$ cat config.mk
export PLATFORM = sky130hd
export DESIGN_NAME = lcd_text_ctrl
export DESIGN_NICKNAME = d
export VERILOG_FILES = /design/src/rtl/lcd_pkg.sv /design/src/rtl/lcd_nibble_writer.sv /design/src/rtl/lcd_text_ctrl.sv
export SDC_FILE = /design/constraint.sdc
export NUM_CORES = 1
export LEC_CHECK = 0
export BUFFER_PORTS_ARGS = -buffer_cell sky130_fd_sc_hd__clkbuf_2
export CAP_MARGIN = 30
export CORE_MARGIN = 4
export CORE_UTILIZATION = 50
export CTS_CLUSTER_SIZE = 14
export DETAILED_ROUTE_END_ITERATION = 7
export GPL_TIMING_DRIVEN = 0
export PLACE_DENSITY = 0.67
export SYNTH_ARGS = -nofsm -noshare
export SYNTH_HDL_FRONTEND = slang
export SYNTH_SLANG_ARGS = --single-unit
$ cat constraint.sdc
create_clock -name Clock -period 6.4 [get_ports Clock]
set_input_delay 0.64 -clock Clock [delete_from_list [all_inputs] [get_ports Clock]]
set_output_delay 0.64 -clock Clock [all_outputs]
set_load 0.01 [all_outputs]
$ cat src/rtl/lcd_pkg.sv
// Shared types, HD44780 command codes and timing helpers for the character-LCD controller.
package lcd_pkg;

  typedef enum logic [2:0] {
    ST_PWR_WAIT = 3'd0,
    ST_INIT     = 3'd1,
    ST_IDLE     = 3'd2,
    ST_ADDR     = 3'd3,
    ST_CHAR     = 3'd4,
    ST_CLEAR    = 3'd5
  } ctl_state_t;

  typedef enum logic [2:0] {
    WR_IDLE  = 3'd0,
    WR_SETUP = 3'd1,
    WR_HIGH  = 3'd2,
    WR_GAP   = 3'd3,
    WR_POST  = 3'd4
  } wr_state_t;

  localparam logic [7:0] FSET      = 8'h28;
  localparam logic [7:0] ENTRY     = 8'h06;
  localparam logic [7:0] DISP_ON   = 8'h0C;
  localparam logic [7:0] CLEAR     = 8'h01;
  localparam logic [7:0] SET_DDRAM = 8'h80;
  localparam logic [7:0] ROW1_BASE = 8'h40;

  localparam longint unsigned T_PWR_US  = 64'd15_000;
  localparam longint unsigned T_4100_US = 64'd4_100;
  localparam longint unsigned T_100_US  = 64'd100;
  localparam longint unsigned T_CMD_US  = 64'd40;
  localparam longint unsigned T_CLR_US  = 64'd1_640;
  localparam longint unsigned T_GAP_US  = 64'd1;

  // Whole clock cycles covering us microseconds, rounded up.
  function automatic logic [31:0] us_to_cyc(input longint unsigned hz, input longint unsigned us);
    longint unsigned cyc;
    cyc = (hz * us + 64'd999_999) / 64'd1_000_000;
    return cyc[31:0];
  endfunction

endpackage

$ cat src/rtl/lcd_nibble_writer.sv
// Drives one byte (two nibbles) or a single nibble onto the 4-bit LCD bus and
// pulses oDone once the requested post-write wait has elapsed.
module lcd_nibble_writer import lcd_pkg::*; #(
  parameter int CLK_HZ = 50_000_000,
  parameter int E_CYC  = 12
) (
  input  logic        Clock,
  input  logic        Reset,
  input  logic        iStart,
  input  logic [7:0]  iByte,
  input  logic        iRS,
  input  logic        iNibbleOnly,
  input  logic [31:0] iPostCyc,
  output logic        oE,
  output logic        oRS,
  output logic [3:0]  oD,
  output logic        oDone
);

  // The E-low gap must leave room for one hold cycle and two setup cycles.
  localparam logic [31:0] GAP_RAW  = us_to_cyc(64'(CLK_HZ), T_GAP_US);
  localparam logic [31:0] GAP_CYC  = (GAP_RAW < 32'd3) ? 32'd3 : GAP_RAW;
  localparam logic [31:0] GAP_LAST = GAP_CYC - 32'd3;
  localparam logic [31:0] E_LAST   = 32'(E_CYC - 1);

  wr_state_t   state_q, state_d;
  logic [31:0] cnt_q, cnt_d;
  logic [31:0] post_q, post_d;
  logic        e_q, e_d;
  logic        rs_q, rs_d;
  logic [3:0]  d_q, d_d;
  logic [3:0]  lo_q, lo_d;
  logic        second_q, second_d;
  logic        done_q, done_d;

  // Next-state logic for the E pulse sequencer.
  always_comb begin
    state_d  = state_q;
    cnt_d    = cnt_q;
    post_d   = post_q;
    e_d      = e_q;
    rs_d     = rs_q;
    d_d      = d_q;
    lo_d     = lo_q;
    second_d = second_q;
    done_d   = 1'b0;
    case (state_q)
      WR_IDLE: begin
        if (iStart) begin
          rs_d     = iRS;
          d_d      = iNibbleOnly ? iByte[3:0] : iByte[7:4];
          lo_d     = iByte[3:0];
          second_d = ~iNibbleOnly;
          post_d   = iPostCyc;
          cnt_d    = 32'd0;
          state_d  = WR_SETUP;
        end else begin
          cnt_d = 32'd0;
        end
      end
      WR_SETUP: begin
        if (cnt_q == 32'd1) begin
          e_d     = 1'b1;
          cnt_d   = 32'd0;
          state_d = WR_HIGH;
        end else begin
          cnt_d = cnt_q + 32'd1;
        end
      end
      WR_HIGH: begin
        if (cnt_q == E_LAST) begin
          e_d     = 1'b0;
          cnt_d   = 32'd0;
          state_d = second_q ? WR_GAP : WR_POST;
        end else begin
          cnt_d = cnt_q + 32'd1;
        end
      end
      WR_GAP: begin
        if (cnt_q == GAP_LAST) begin
          d_d      = lo_q;
          second_d = 1'b0;
          cnt_d    = 32'd0;
          state_d  = WR_SETUP;
        end else begin
          cnt_d = cnt_q + 32'd1;
        end
      end
      WR_POST: begin
        // Done is raised one cycle early so the owner sees it as the wait expires.
        if (cnt_q == post_q - 32'd2) begin
          done_d  = 1'b1;
          cnt_d   = 32'd0;
          state_d = WR_IDLE;
        end else begin
          cnt_d = cnt_q + 32'd1;
        end
      end
      default: begin
        e_d     = 1'b0;
        cnt_d   = 32'd0;
        state_d = WR_IDLE;
      end
    endcase
  end

  // Sequencer state and registered bus outputs.
  always_ff @(posedge Clock or negedge Reset) begin
    if (!Reset) begin
      state_q  <= WR_IDLE;
      cnt_q    <= 32'd0;
      post_q   <= 32'd0;
      e_q      <= 1'b0;
      rs_q     <= 1'b0;
      d_q      <= 4'd0;
      lo_q     <= 4'd0;
      second_q <= 1'b0;
      done_q   <= 1'b0;
    end else begin
      state_q  <= state_d;
      cnt_q    <= cnt_d;
      post_q   <= post_d;
      e_q      <= e_d;
      rs_q     <= rs_d;
      d_q      <= d_d;
      lo_q     <= lo_d;
      second_q <= second_d;
      done_q   <= done_d;
    end
  end

  assign oE    = e_q;
  assign oRS   = rs_q;
  assign oD    = d_q;
  assign oDone = done_q;

endmodule

$ cat src/rtl/lcd_text_ctrl.sv
// HD44780 4-bit text controller: power-on init, host ready/valid character and
// clear interface, cursor tracking with automatic DDRAM re-addressing on wrap.
module lcd_text_ctrl import lcd_pkg::*; #(
  parameter int CLK_HZ = 50_000_000,
  parameter int COLS   = 16,
  parameter int ROWS   = 2,
  parameter int E_CYC  = 12
) (
  input  logic       Clock,
  input  logic       Reset,
  input  logic       iValid,
  input  logic [7:0] iChar,
  input  logic       iClear,
  output logic       oReady,
  output logic       oInitDone,
  output logic       oRow,
  output logic [5:0] oCol,
  output logic       oLCD_Enabled,
  output logic       oLCD_RegisterSelect,
  output logic       oLCD_ReadWrite,
  output logic       oLCD_StrataFlashControl,
  output logic [3:0] oLCD_Data
);

  localparam logic [31:0] PWR_CYC  = us_to_cyc(64'(CLK_HZ), T_PWR_US);
  localparam logic [31:0] T4100    = us_to_cyc(64'(CLK_HZ), T_4100_US);
  localparam logic [31:0] T100     = us_to_cyc(64'(CLK_HZ), T_100_US);
  localparam logic [31:0] CMD_CYC  = us_to_cyc(64'(CLK_HZ), T_CMD_US);
  localparam logic [31:0] CLR_CYC  = us_to_cyc(64'(CLK_HZ), T_CLR_US);
  // Start is issued early so the first E edge lands on the power-on deadline.
  localparam logic [31:0] PWR_LAST = PWR_CYC - 32'd4;
  localparam logic [5:0]  COL_LAST = 6'(COLS - 1);
  localparam logic        MULTI_ROW = (ROWS > 1);

  function automatic logic [7:0] init_code(input logic [2:0] idx);
    case (idx)
      3'd0, 3'd1, 3'd2: return 8'h03;
      3'd3:             return 8'h02;
      3'd4:             return FSET;
      3'd5:             return ENTRY;
      3'd6:             return DISP_ON;
      3'd7:             return CLEAR;
      default:          return 8'h00;
    endcase
  endfunction

  function automatic logic [31:0] init_post(input logic [2:0] idx);
    case (idx)
      3'd0:    return T4100;
      3'd1:    return T100;
      3'd7:    return CLR_CYC;
      default: return CMD_CYC;
    endcase
  endfunction

  ctl_state_t  state_q, state_d;
  logic [31:0] cnt_q, cnt_d;
  logic [2:0]  idx_q, idx_d;
  logic        start_q, start_d;
  logic [7:0]  code_q, code_d;
  logic        rs_q, rs_d;
  logic        nib_only_q, nib_only_d;
  logic [31:0] post_q, post_d;
  logic [7:0]  char_q, char_d;
  logic        ready_q, ready_d;
  logic        init_done_q, init_done_d;
  logic        row_q, row_d;
  logic [5:0]  col_q, col_d;
  logic        pend_q, pend_d;
  logic        wr_done_s;
  logic [2:0]  idx_nx_s;

  assign idx_nx_s = idx_q + 3'd1;

  // Control FSM: init sequencing, host handshake and cursor bookkeeping.
  always_comb begin
    state_d     = state_q;
    cnt_d       = cnt_q;
    idx_d       = idx_q;
    start_d     = 1'b0;
    code_d      = code_q;
    rs_d        = rs_q;
    nib_only_d  = nib_only_q;
    post_d      = post_q;
    char_d      = char_q;
    ready_d     = ready_q;
    init_done_d = init_done_q;
    row_d       = row_q;
    col_d       = col_q;
    pend_d      = pend_q;
    case (state_q)
      ST_PWR_WAIT: begin
        if (cnt_q == PWR_LAST) begin
          cnt_d      = 32'd0;
          idx_d      = 3'd0;
          start_d    = 1'b1;
          code_d     = init_code(3'd0);
          rs_d       = 1'b0;
          nib_only_d = 1'b1;
          post_d     = init_post(3'd0);
          state_d    = ST_INIT;
        end else begin
          cnt_d = cnt_q + 32'd1;
        end
      end
      ST_INIT: begin
        if (wr_done_s && (idx_q == 3'd7)) begin
          ready_d     = 1'b1;
          init_done_d = 1'b1;
          state_d     = ST_IDLE;
        end else if (wr_done_s) begin
          idx_d      = idx_nx_s;
          start_d    = 1'b1;
          code_d     = init_code(idx_nx_s);
          nib_only_d = (idx_nx_s < 3'd4);
          post_d     = init_post(idx_nx_s);
        end else begin
          cnt_d = 32'd0;
        end
      end
      ST_IDLE: begin
        if (ready_q && iClear) begin
          ready_d    = 1'b0;
          start_d    = 1'b1;
          code_d     = CLEAR;
          rs_d       = 1'b0;
          nib_only_d = 1'b0;
          post_d     = CLR_CYC;
          row_d      = 1'b0;
          col_d      = 6'd0;
          pend_d     = 1'b0;
          state_d    = ST_CLEAR;
        end else if (ready_q && iValid && pend_q) begin
          ready_d    = 1'b0;
          char_d     = iChar;
          start_d    = 1'b1;
          code_d     = SET_DDRAM | (row_q ? ROW1_BASE : 8'h00);
          rs_d       = 1'b0;
          nib_only_d = 1'b0;
          post_d     = CMD_CYC;
          pend_d     = 1'b0;
          state_d    = ST_ADDR;
        end else if (ready_q && iValid) begin
          ready_d    = 1'b0;
          char_d     = iChar;
          start_d    = 1'b1;
          code_d     = iChar;
          rs_d       = 1'b1;
          nib_only_d = 1'b0;
          post_d     = CMD_CYC;
          state_d    = ST_CHAR;
        end else begin
          ready_d = 1'b1;
        end
      end
      ST_ADDR: begin
        if (wr_done_s) begin
          start_d    = 1'b1;
          code_d     = char_q;
          rs_d       = 1'b1;
          nib_only_d = 1'b0;
          post_d     = CMD_CYC;
          state_d    = ST_CHAR;
        end else begin
          cnt_d = 32'd0;
        end
      end
      ST_CHAR: begin
        if (wr_done_s && (col_q == COL_LAST)) begin
          col_d   = 6'd0;
          row_d   = MULTI_ROW ? ~row_q : 1'b0;
          pend_d  = 1'b1;
          ready_d = 1'b1;
          state_d = ST_IDLE;
        end else if (wr_done_s) begin
          col_d   = col_q + 6'd1;
          ready_d = 1'b1;
          state_d = ST_IDLE;
        end else begin
          cnt_d = 32'd0;
        end
      end
      ST_CLEAR: begin
        if (wr_done_s) begin
          ready_d = 1'b1;
          state_d = ST_IDLE;
        end else begin
          cnt_d = 32'd0;
        end
      end
      default: begin
        cnt_d   = 32'd0;
        ready_d = 1'b0;
        state_d = ST_PWR_WAIT;
      end
    endcase
  end

  // Control state and registered host-side outputs.
  always_ff @(posedge Clock or negedge Reset) begin
    if (!Reset) begin
      state_q     <= ST_PWR_WAIT;
      cnt_q       <= 32'd0;
      idx_q       <= 3'd0;
      start_q     <= 1'b0;
      code_q      <= 8'h00;
      rs_q        <= 1'b0;
      nib_only_q  <= 1'b0;
      post_q      <= 32'd0;
      char_q      <= 8'h00;
      ready_q     <= 1'b0;
      init_done_q <= 1'b0;
      row_q       <= 1'b0;
      col_q       <= 6'd0;
      pend_q      <= 1'b0;
    end else begin
      state_q     <= state_d;
      cnt_q       <= cnt_d;
      idx_q       <= idx_d;
      start_q     <= start_d;
      code_q      <= code_d;
      rs_q        <= rs_d;
      nib_only_q  <= nib_only_d;
      post_q      <= post_d;
      char_q      <= char_d;
      ready_q     <= ready_d;
      init_done_q <= init_done_d;
      row_q       <= row_d;
      col_q       <= col_d;
      pend_q      <= pend_d;
    end
  end

  lcd_nibble_writer #(
    .CLK_HZ (CLK_HZ),
    .E_CYC  (E_CYC)
  ) u_writer (
    .Clock       (Clock),
    .Reset       (Reset),
    .iStart      (start_q),
    .iByte       (code_q),
    .iRS         (rs_q),
    .iNibbleOnly (nib_only_q),
    .iPostCyc    (post_q),
    .oE          (oLCD_Enabled),
    .oRS         (oLCD_RegisterSelect),
    .oD          (oLCD_Data),
    .oDone       (wr_done_s)
  );

  assign oReady                  = ready_q;
  assign oInitDone               = init_done_q;
  assign oRow                    = row_q;
  assign oCol                    = col_q;
  assign oLCD_ReadWrite          = 1'b0;
  assign oLCD_StrataFlashControl = 1'b1;

endmodule

==> impl_metrics.tcl <==
set metrics [dict create \
    start_kind "register" \
    clk_pin_slew_worst_paths_ns 0.06 \
    hold_viol_final 0 \
    fill_cells 1274 \
    grt_pass1_vias 5955 \
    synth-edff-count 0 \
    report.final.setup_viol 0 \
    final_util 0.579 \
    row_count 44 \
    cts_made_buffers 17 \
    cts_tree "built" \
    htreeDepth 4 \
    hold_class "input port to async pin" \
    start_util 0.512 \
    synth_ff_type "dfrtp_1" \
    die_y_um 130 \
    wl_per_cell_um 17.0 \
    synth.avg_cell_area_um2 9.45 \
    dieArea_um2 16900 \
    rsz0062_at_grt "no" \
    syn_area_um2 7460 \
    gp_congestion 0.903 \
    period_share 0.494 \
    overflow 0 \
    r2r_cells 10 \
    maxClockFrequency_ghz 0.316 \
    r2r-end "u_writer.cnt_q[16]" \
    cts.path.max_buffers 2 \
    drcViolationCount 0 \
    worst_pin_slew_ns 0.977 \
    ir_worst_vdd_mv 0.187 \
    path_max_fanout 10 \
    post_cts_buffers 0 \
    core_area_um2 14600 \
    skew_ns 0.00794 \
    final_cell_mix "dfrtp_1 (134), nor2_1 (66), nand2_1 (65)" \
    async_flop_share 1.00 \
    cap_violations 0 \
    synth-seq-cells 134 \
    drt_iter0_markers 429 \
    r2r_slack_ns 3.24 \
    port_buffers 26 \
    clock-sinks 134 \
    die_w_um 130 \
    timing.slew.headroom 0.343 \
    synthesis.nets 816 \
    hold_buffers 0 \
    r2r-start "u_writer.post_q[3]" \
    ys_types 70 \
    antenna_found_initial 0 \
    finalMaxSlewViolations 0 \
    crit_slowest_cell "nor4b_1" \
    layout.cells.non_filler 1034 \
    clockRootBuffer "clkbuf_16" \
    critPathRequiredTime_ns 6.66 \
    final_common_cell "dfrtp_1" \
    drt-pass1-iter-count 5 \
    crit_arrival_ns 3.43 \
    dpl.hpwl_um 12300 \
    yosysWarnings 0 \
    holdWs_ns 0.192 \
    syn-instance-count 790 \
    grt_pass1_wl_um 29200 \
    power.density_nw_per_um2 217 \
    grt_max_degree 72 \
    finalCriticalPeriod_ns 3.16 \
    antenna_left 0 \
    totalNegativeSetupSlack_ns 0 \
    insertion_delay_ns 0.42 \
    crit_chain "inv_1 -> ha_1 -> ha_1 -> nor4b_1 -> nand3_1 -> a21oi_1 -> nand4_1 -> o41ai_4 -> buf_4 -> a21oi_1" \
    ioPinCount 29 \
    num_antenna_cells 0 \
    critPathKind "register to register" \
    drive_gt1_frac 0.136 \
    area_delta_synth_final_pct 13.1 \
    cts-resized-gates 0 \
    critPathCaptureType "register" \
    p_leak_nw 3.61 \
    finalNetCount 863 \
    status "finished, final reports clean" \
    wl_um 17600 \
    slowest_delay_ns 0.62 \
    place_inst 1002 \
    grt.total_usage 0.217 \
    vias 6091 \
    synth_seq_area_share 0.449 \
    vias_per_cell 5.89 \
]
-- through the flow --
stage / setup WS (ns) / power [mW] / area (um2)
floorplan: 3.86 / 0.865 / 7460
global placement: 2.60 / 0.886 / 7820
detailed placement: 3.30 / 0.889 / 7870
CTS: 3.26 / 1.85 / 8440
global route: 2.93 / 1.89 / 8440
finish: 3.24 / 1.83 / 8440
-- cell families after synthesis --
| family | count (synthesis) | share of synthesized area |
|---|---|---|
| compound gates | 164 | 0.138 |
| xor+xnor | 68 | 0.0798 |
| fa+ha+maj | 14 | 0.0235 |
| buf+inv | 69 | 0.0426 |
| flops | 134 | 0.449 |
| mux | 33 | 0.0488 |
| other cells | 2 | 0.00101 |
| simple gates | 306 | 0.217 |
-- power breakdown --
group          internal [mW]  leakage [nW]  switching [mW]
clock                  0.584         0.270           0.374
sequential             0.847          1.74               0
combinational        0.00565          1.60          0.0196
total                   1.44          3.61           0.394
-- metal layers --
layer	vias up	track usage	part of all wire
li1	2893	-	-
met1	2999	0.294	0.45
met2	172	0.342	0.48
met3	27	0.0540	0.051
met4	0	0.0685	0.017
met5	-	0	0
-- worst max path at each step --
| stage | cells past startpoint | to | start |
|---|---|---|---|
| CTS | 10 | u_writer.cnt_q[16] | u_writer.post_q[3] |
| global placement | 1 | pend_q | Reset |
| global route | 10 | u_writer.cnt_q[16] | u_writer.post_q[3] |
| finish | 10 | u_writer.cnt_q[16] | u_writer.post_q[3] |
| floorplan | 10 | u_writer.cnt_q[0] | u_writer.post_q[3] |
| detailed placement | 10 | u_writer.cnt_q[18] | u_writer.post_q[3] |
-- registers in the layout, summed over array words and instances, names as in the netlist, 3 cells and up --
register / count
char_q: 8
cnt_q: 32
code_q: 8
idx_q: 3
oCol: 6
post_q: 10
state_q: 3
u_writer.cnt_q: 32
u_writer.lo_q: 4
u_writer.oD: 4
u_writer.post_q: 10
u_writer.state_q: 3
-- synthesized netlist by cell type, types with 4 or more instances --
cell type  number  area (um2)
o21a_1          4        30.0
nor4_1          8        50.1
nor4_2          4        50.1
o21ai_0        47         235
a21oi_1        59         295
dfrtp_1       134        3350
inv_1          23        86.3
nor2b_1        10        62.6
o22ai_1         4        25.0
nor4b_1         5        43.8
buf_4           5        37.5
nor3_1         16        80.1
and3_1         17         106
nand2_1        65         244
or2_2           5        31.3
nand4_1        18         113
and4_1          7        61.3
nor3b_1         4        30.0
clkbuf_1       32         120
buf_6           4        45.0
xnor2_1        22         193
mux2_2         27         304
xor2_1         46         403
and2_1          6        37.5
ha_1           14         175
nand3b_1        5        37.5
o31ai_1         6        45.0
nand3_1        39         195
or3_1           8        50.1
mux2i_1         6        60.1
nand2b_1       11        68.8
a31oi_1         5        31.3
nor2_1         66         248
-- final cells by class --
class	count	area, um2	area share
sequential	134	3350	0.397
multi-input combinational	587	3790	0.449
timing repair buffer	28	171	0.0203
buffer	45	228	0.0270
inverter	24	90.1	0.0107
clock inverter	11	126	0.0150
tap	184	230	0.0273
clock buffer	21	450	0.0534
-- critical path, delay by kind of cell (launching register included) --
kind | cells | cell delay (ns)
AO/OA/AOI/OAI | 3 | 0.82
buffers and inverters | 2 | 0.40
AND/OR/NAND/NOR | 3 | 0.96
adder cells (fa/ha/maj) | 2 | 0.37
flip-flops | 1 | 0.46
Note: power is estimated with default switching activity, not from simulation.
